## src/rtl/pipelined_main_decoder.sv

```systemverilog
// pipelined_main_decoder
// RV32I main decoder feeding a chain of STAGES control pipeline registers (E, M, W, ...).
// Each stage has its own stall and flush. A stall on any stage also holds every
// upstream stage. The count of accepted illegal instructions saturates at 255.
// Optional feature: define CTRL_M_EXT_EN to decode R-type funct7 = 0000001 (mul/div).
module pipelined_main_decoder #(
    parameter int unsigned IMM_SRC_WIDTH = 3,
    parameter int unsigned ALU_OP_WIDTH  = 3,
    parameter int unsigned OP_WIDTH      = 7,
    parameter int unsigned STAGES        = 3
) (
    input  logic                             clk,
    input  logic                             rst,
    input  logic [31:0]                      Instr,
    input  logic                             InstrValid,
    input  logic [STAGES-1:0]                Stall,
    input  logic [STAGES-1:0]                Flush,
    output logic                             Ready,
    output logic                             RegWriteD,
    output logic                             ALUSrcD,
    output logic                             MemWriteD,
    output logic                             MemReadD,
    output logic                             BranchD,
    output logic                             JumpD,
    output logic [IMM_SRC_WIDTH-1:0]         ImmSrcD,
    output logic [1:0]                       ResultSrcD,
    output logic [ALU_OP_WIDTH-1:0]          ALUOpD,
    output logic                             IllegalD,
    output logic [STAGES-1:0]                ValidS,
    output logic [STAGES-1:0]                RegWriteS,
    output logic [STAGES-1:0]                ALUSrcS,
    output logic [STAGES-1:0]                MemWriteS,
    output logic [STAGES-1:0]                MemReadS,
    output logic [STAGES-1:0]                BranchS,
    output logic [STAGES-1:0]                JumpS,
    output logic [2*STAGES-1:0]              ResultSrcS,
    output logic [ALU_OP_WIDTH*STAGES-1:0]   ALUOpS,
    output logic [7:0]                       IllegalCount
);

    localparam logic [OP_WIDTH-1:0] OP_LOAD  = OP_WIDTH'(7'b0000011);
    localparam logic [OP_WIDTH-1:0] OP_STORE = OP_WIDTH'(7'b0100011);
    localparam logic [OP_WIDTH-1:0] OP_R     = OP_WIDTH'(7'b0110011);
    localparam logic [OP_WIDTH-1:0] OP_I     = OP_WIDTH'(7'b0010011);
    localparam logic [OP_WIDTH-1:0] OP_B     = OP_WIDTH'(7'b1100011);
    localparam logic [OP_WIDTH-1:0] OP_AUIPC = OP_WIDTH'(7'b0010111);
    localparam logic [OP_WIDTH-1:0] OP_LUI   = OP_WIDTH'(7'b0110111);
    localparam logic [OP_WIDTH-1:0] OP_JALR  = OP_WIDTH'(7'b1100111);
    localparam logic [OP_WIDTH-1:0] OP_JAL   = OP_WIDTH'(7'b1101111);

    // Stage word layout: [0] valid, [1] RegWrite, [2] ALUSrc, [3] MemWrite, [4] MemRead,
    // [5] Branch, [6] Jump, [8:7] ResultSrc, [9 +: ALU_OP_WIDTH] ALUOp.
    localparam int unsigned CW = 9 + ALU_OP_WIDTH;

    logic [OP_WIDTH-1:0]           op;
    logic [6:0]                    funct7;
    logic                          is_muldiv;
    logic                          r_legal;
    logic                          unused_instr_bits;
    logic [CW-1:0]                 src0;
    logic [STAGES-1:0]             eff;
    logic [STAGES-1:0][CW-1:0]     stage_d;
    logic [STAGES-1:0][CW-1:0]     stage_q;
    logic [7:0]                    illegal_count_d;
    logic [7:0]                    illegal_count_q;

    assign op                = Instr[OP_WIDTH-1:0];
    assign funct7            = Instr[31:25];
    assign unused_instr_bits = ^Instr[24:OP_WIDTH];

`ifdef CTRL_M_EXT_EN
    assign is_muldiv = (funct7 == 7'b0000001);
`else
    assign is_muldiv = 1'b0;
`endif

    assign r_legal = (funct7 == 7'b0000000) || (funct7 == 7'b0100000) || is_muldiv;

    // Combinational decode of the D-stage instruction into the control word.
    always_comb begin
        RegWriteD  = 1'b0;
        ALUSrcD    = 1'b0;
        MemWriteD  = 1'b0;
        MemReadD   = 1'b0;
        BranchD    = 1'b0;
        JumpD      = 1'b0;
        ImmSrcD    = '0;
        ResultSrcD = 2'b00;
        ALUOpD     = '0;
        IllegalD   = 1'b0;
        case (op)
            OP_LOAD: begin
                RegWriteD  = 1'b1;
                ALUSrcD    = 1'b1;
                MemReadD   = 1'b1;
                ResultSrcD = 2'b01;
            end
            OP_STORE: begin
                ImmSrcD   = IMM_SRC_WIDTH'(3'b001);
                ALUSrcD   = 1'b1;
                MemWriteD = 1'b1;
            end
            OP_R: begin
                if (r_legal) begin
                    RegWriteD = 1'b1;
                    ALUOpD    = is_muldiv ? ALU_OP_WIDTH'(3'b101) : ALU_OP_WIDTH'(3'b010);
                end else begin
                    IllegalD = 1'b1;
                end
            end
            OP_I: begin
                RegWriteD = 1'b1;
                ALUSrcD   = 1'b1;
                ALUOpD    = ALU_OP_WIDTH'(3'b010);
            end
            OP_B: begin
                ImmSrcD = IMM_SRC_WIDTH'(3'b010);
                BranchD = 1'b1;
                ALUOpD  = ALU_OP_WIDTH'(3'b001);
            end
            OP_AUIPC: begin
                RegWriteD  = 1'b1;
                ImmSrcD    = IMM_SRC_WIDTH'(3'b011);
                ALUSrcD    = 1'b1;
                ResultSrcD = 2'b10;
                ALUOpD     = ALU_OP_WIDTH'(3'b100);
            end
            OP_LUI: begin
                RegWriteD = 1'b1;
                ImmSrcD   = IMM_SRC_WIDTH'(3'b011);
                ALUSrcD   = 1'b1;
                ALUOpD    = ALU_OP_WIDTH'(3'b100);
            end
            OP_JALR: begin
                RegWriteD  = 1'b1;
                ALUSrcD    = 1'b1;
                ResultSrcD = 2'b10;
                ALUOpD     = ALU_OP_WIDTH'(3'b011);
                JumpD      = 1'b1;
            end
            OP_JAL: begin
                RegWriteD  = 1'b1;
                ImmSrcD    = IMM_SRC_WIDTH'(3'b100);
                ResultSrcD = 2'b11;
                ALUOpD     = ALU_OP_WIDTH'(3'b100);
                JumpD      = 1'b1;
            end
            default: IllegalD = 1'b1;
        endcase
    end

    // Stage 0 source: decoded word, or a bubble when D holds no real instruction.
    assign src0  = InstrValid ? {ALUOpD, ResultSrcD, JumpD, BranchD, MemReadD, MemWriteD,
                                 ALUSrcD, RegWriteD, 1'b1}
                              : '0;
    assign Ready = ~eff[0];

    for (genvar g = 0; g < STAGES; g++) begin : g_stage
        logic          upstream_hold;
        logic [CW-1:0] src;
        logic [CW-1:0] nxt;

        if (g == 0) begin : g_head
            assign upstream_hold = 1'b0;
            assign src           = src0;
        end else begin : g_tail
            assign upstream_hold = eff[g-1];
            assign src           = stage_q[g-1];
        end

        // A stall anywhere downstream holds this stage too.
        assign eff[g] = |Stall[STAGES-1:g];

        // Next stage word: flush beats hold; if only upstream holds, insert a bubble.
        always_comb begin
            nxt = src;
            if (Flush[g]) begin
                nxt = '0;
            end else if (eff[g]) begin
                nxt = stage_q[g];
            end else if (upstream_hold) begin
                nxt = '0;
            end
        end

        assign stage_d[g] = nxt;

        assign ValidS[g]                                  = stage_q[g][0];
        assign RegWriteS[g]                               = stage_q[g][1];
        assign ALUSrcS[g]                                 = stage_q[g][2];
        assign MemWriteS[g]                               = stage_q[g][3];
        assign MemReadS[g]                                = stage_q[g][4];
        assign BranchS[g]                                 = stage_q[g][5];
        assign JumpS[g]                                   = stage_q[g][6];
        assign ResultSrcS[2*g +: 2]                       = stage_q[g][8:7];
        assign ALUOpS[ALU_OP_WIDTH*g +: ALU_OP_WIDTH]     = stage_q[g][9 +: ALU_OP_WIDTH];
    end

    // Count illegal instructions that actually enter stage 0, saturating at 255.
    always_comb begin
        illegal_count_d = illegal_count_q;
        if (InstrValid && IllegalD && Ready && !Flush[0] && (illegal_count_q != 8'hFF)) begin
            illegal_count_d = illegal_count_q + 8'd1;
        end
    end

    assign IllegalCount = illegal_count_q;

    // Pipeline and counter state; reset clears every stage regardless of stall/flush.
    always_ff @(posedge clk) begin
        if (rst) begin
            stage_q         <= '0;
            illegal_count_q <= 8'd0;
        end else begin
            stage_q         <= stage_d;
            illegal_count_q <= illegal_count_d;
        end
    end

endmodule

```

## config.mk

```make
export PLATFORM = sky130hd
export DESIGN_NAME = pipelined_main_decoder
export DESIGN_NICKNAME = d
export VERILOG_FILES = /design/src/rtl/pipelined_main_decoder.sv
export SDC_FILE = /design/constraint.sdc
export NUM_CORES = 1
export LEC_CHECK = 0
export ABC_AREA = 1
export CORE_ASPECT_RATIO = 0.5
export CORE_MARGIN = 3
export CORE_UTILIZATION = 40
export CTS_CLUSTER_SIZE = 24
export DETAILED_ROUTE_END_ITERATION = 10
export PLACE_DENSITY_LB_ADDON = 0.12
export SETUP_SLACK_MARGIN = 0.15
export SLEW_MARGIN = 20
export SYNTH_ARGS = -nofsm -noshare
export SYNTH_HDL_FRONTEND = slang
export SYNTH_SLANG_ARGS = --single-unit
```

## constraint.sdc

```tcl
create_clock -name clk -period 1.69 [get_ports clk]
set_clock_uncertainty 0.1 [all_clocks]
set_input_delay 0.338 -clock clk [delete_from_list [all_inputs] [get_ports clk]]
set_output_delay 0.338 -clock clk [all_outputs]
set_load 0.03 [all_outputs]
```

==> results by group <==
Outcome
  – Status: finished with violations
  – Failing checks: negative setup slack

Detailed routing
  – Drt first pass iters: 4
  – DRC Markers: 0
  – Post-route ant nets: 0
  – Post-Route WL: 7150 um
  – Initial drt markers: 140
  – Routed len/inst: 14.8 um
  – Vias: 2435
  – Vias per cell: 5.04

STA
  – Setup Viol. Count Final: 12
  – Final period util: 109%
  – Hold slack final: 0.359 ns
  – Final WS setup: -0.151 ns
  – Final hold vios: 0
  – Crit path time final: 1.84 ns
  – Slew Limit Fails: 0
  – Worst slew pin tran: 0.412 ns
  – RSZ-0062 raised after global routing: true
  – Peak Freq: 543 MHz
  – Slew margin rel.: 72.5%

Layout
  – Antenna Cells: 0
  – Area taken by flip-flops and latches: 890 um^2
  – Finished layout cell area: 0.00368 mm^2
  – Most frequent cells in the layout: nand2_1 (71), buf_4 (42), dfxtp_1 (41), a21oi_1 (39), buf_6 (26)
  – Most common cell after layout, fill and taps aside: nand2_1
  – Post-layout util: 79.7%
  – Area Growth Syn to Fin: 83.5%
  – Non-Filler Instances: 483
  – Fillers: 323
  – Area of the multi-input gates: 0.00129 mm^2
  – Fin nets: 458
  – Layout cell share with drive strength beyond 1: 41.2%

Placement
  – IO Port Bufs: 81
  – Placed Area: 0.00317 mm^2
  – Detail Placement HPWL: 4510 um
  – Cell total after placement: 452
  – Gpl congestion: 0.854

Clock network
  – Clock Tree Buf Depth: 2
  – Hold buffers post-CTS: 0
  – Clk_lat worst skew: 0.30 ns
  – Clk sinks: 44
  – CTS Buf Count: 5
  – CTS clk-pin slew, worst paths: 0.08 ns
  – CTS tree: yes
  – H-tree Lvls: 2
  – Clk Tree Root Cell: clkbuf_8

Synthesis
  – Register area share after synthesis: 43.9%
  – Post-synth top area share: 43.9%
  – Largest cells by area after synthesis: dfxtp_1 (44%), nand2_1 (18%), a21oi_1 (10%)
  – Top FF cell, synth: dfxtp_1
  – Syn Inst Count: 286
  – Netlist cell types: 25
  – Cell Area, Synth: 0.00200 mm^2
  – Syn Nets: 328
  – Area leader, netlist: dfxtp_1
  – Number of synthesized register bits: 44
  – Asr flop ratio synth: 0%
  – Mean Syn Cell Area: 7.01 um^2
  – Post-synth EDFFs: 0
  – Synth warnings: 0

Hold path
  – Hold Path Class: reg2reg

Floorplanning
  – Die area: 0.00595 mm^2
  – Rows: 17
  – IO Pins: 101
  – Core footprint: 0.00462 mm^2
  – Chip Height: 56.1 um
  – Starting density of the core: 43.4%
  – Die Wd: 106 um

Setup path
  – Worst Path Max Fanout: 3
  – Arr. time, crit path: 1.40 ns
  – CP Class: in2out
  – Worst Path Required: 1.25 ns
  – Critical path capture point type: primary output
  – Crit path launch type: input pin

GRT
  – GRT Overall Usage: 21.7%
  – Pin count of the biggest net entering global routing: 25
  – Number of global-route vias before repair: 2245
  – GRT Max-Usage Layer: met2
  – First-pass GRT wire length: 10600 um
  – Antenna violations before repair: 0
  – Grt met1 use: 25.5%
  – Met3 Usage GRT: 5.68%
  – M2 GR Usage: 39.0%
  – Total grt overflow: 0

Pwr
  – Leakage: 1.71 nW
  – Worst vdd ir: 0.363 mV
  – Power density over cell area: 584 mW/mm^2

Job
  – Max Cap Viol: 0
[Yosys cell counts, types with 2 or more instances]
cell	n
nand2_1	96
inv_2	3
nand2_2	2
nand3_1	4
nand4_1	7
nor3_1	2
dfxtp_1	44
xor2_1	4
a21oi_1	42
clkbuf_1	8
o21ai_0	13
or2_2	3
inv_1	23
buf_2	2
nor2_4	3
nor2_1	21
[flip-flops by register name, indices dropped and copies added (netlist names)]
| register | flops |
|---|---|
| g_stage.src | 24 |
| BranchS | 1 |
| MemWriteS | 1 |
| JumpS | 1 |
| MemReadS | 1 |
| ALUOpS | 3 |
| ALUSrcS | 1 |
| IllegalCount | 8 |
| ValidS | 1 |
| RegWriteS | 1 |
| ResultSrcS | 2 |
[final timing paths]
| path | startpoint | end | slack, ns | depth (start not counted) |
|---|---|---|---|---|
| worst min-delay path | ValidS[2]$_SDFFE_PP0N_ | ValidS[2]$_SDFFE_PP0N_ | 0.36 | 2 |
| worst max-delay path | Instr[3] | IllegalD | -0.15 | 11 |
| worst min register to register | ValidS[2]$_SDFFE_PP0N_ | ValidS[2]$_SDFFE_PP0N_ | 0.36 | 2 |
| worst max register to register | IllegalCount[1]$_SDFFE_PP0P_ | IllegalCount[6]$_SDFFE_PP0P_ | 0.08 | 9 |
[timing repair]
item / CTS / global route
buffers inserted: 12 / 10
resized for setup: 154 / 64
pin swaps: 30 / 25
endpoints found under the setup margin: 79 / 53
gates cloned: 1 / 0
[where the power goes]
part	leakage (nW)	internal, mW	switching [mW]
Sequential	0.356	1.03	0.00260
Combinational	1.30	0.114	0.147
Clock	0.0614	0.483	0.368
[cell type report]
class | instances | area share, %
Clock buffer | 6 | 2.24
Clock inverter | 2 | 1.05
Inverter | 26 | 3.61
Multi-Input combinational cell | 206 | 35.1
Sequential cell | 44 | 24.2
Tap cell | 66 | 2.24
Timing Repair Buffer | 133 | 31.6
[through the flow]
step / power, mW / setup slack [ns] / setup TNS [ns]
after global routing: 2.24 / -0.196 / -1.58
after floorplan: 1.16 / 0.0407 / 0
final: 2.15 / -0.151 / -0.867
after CTS: 2.14 / -0.119 / -0.428
after detailed placement: 1.28 / -0.531 / -13.74
after global placement: 1.27 / -0.505 / -12.64
[layer usage]
metal  up-vias  share of wire (%)  routed length (um)
met5         -                  0                   0
met1      1149                 41                2950
li1       1171                  -                   -
met3        17                6.3                 451
met2        98                 51                3620
met4         0                1.9                 134
[critical path: stages]
cell and delay, ns:
buf_6 0.09, buf_8 0.12, inv_12 0.05, nand2_4 0.04, nor2_4 0.16, buf_6 0.13, nand2_4 0.05, nand3_2 0.10
nor2_4 0.04, and2_4 0.16, buf_6 0.13
[kinds of logic after synthesis]
kind of cell	Yosys count	synth area share [%]
AND/OR/NAND/NOR	144	32.5
AO/OA/AOI/OAI	55	13.7
XOR/XNOR	5	2.18
flip-flops	44	43.9
buffers and inverters	37	7.05
adder cells (fa/ha/maj)	1	0.624
Power figures use the tool's default switching activity.
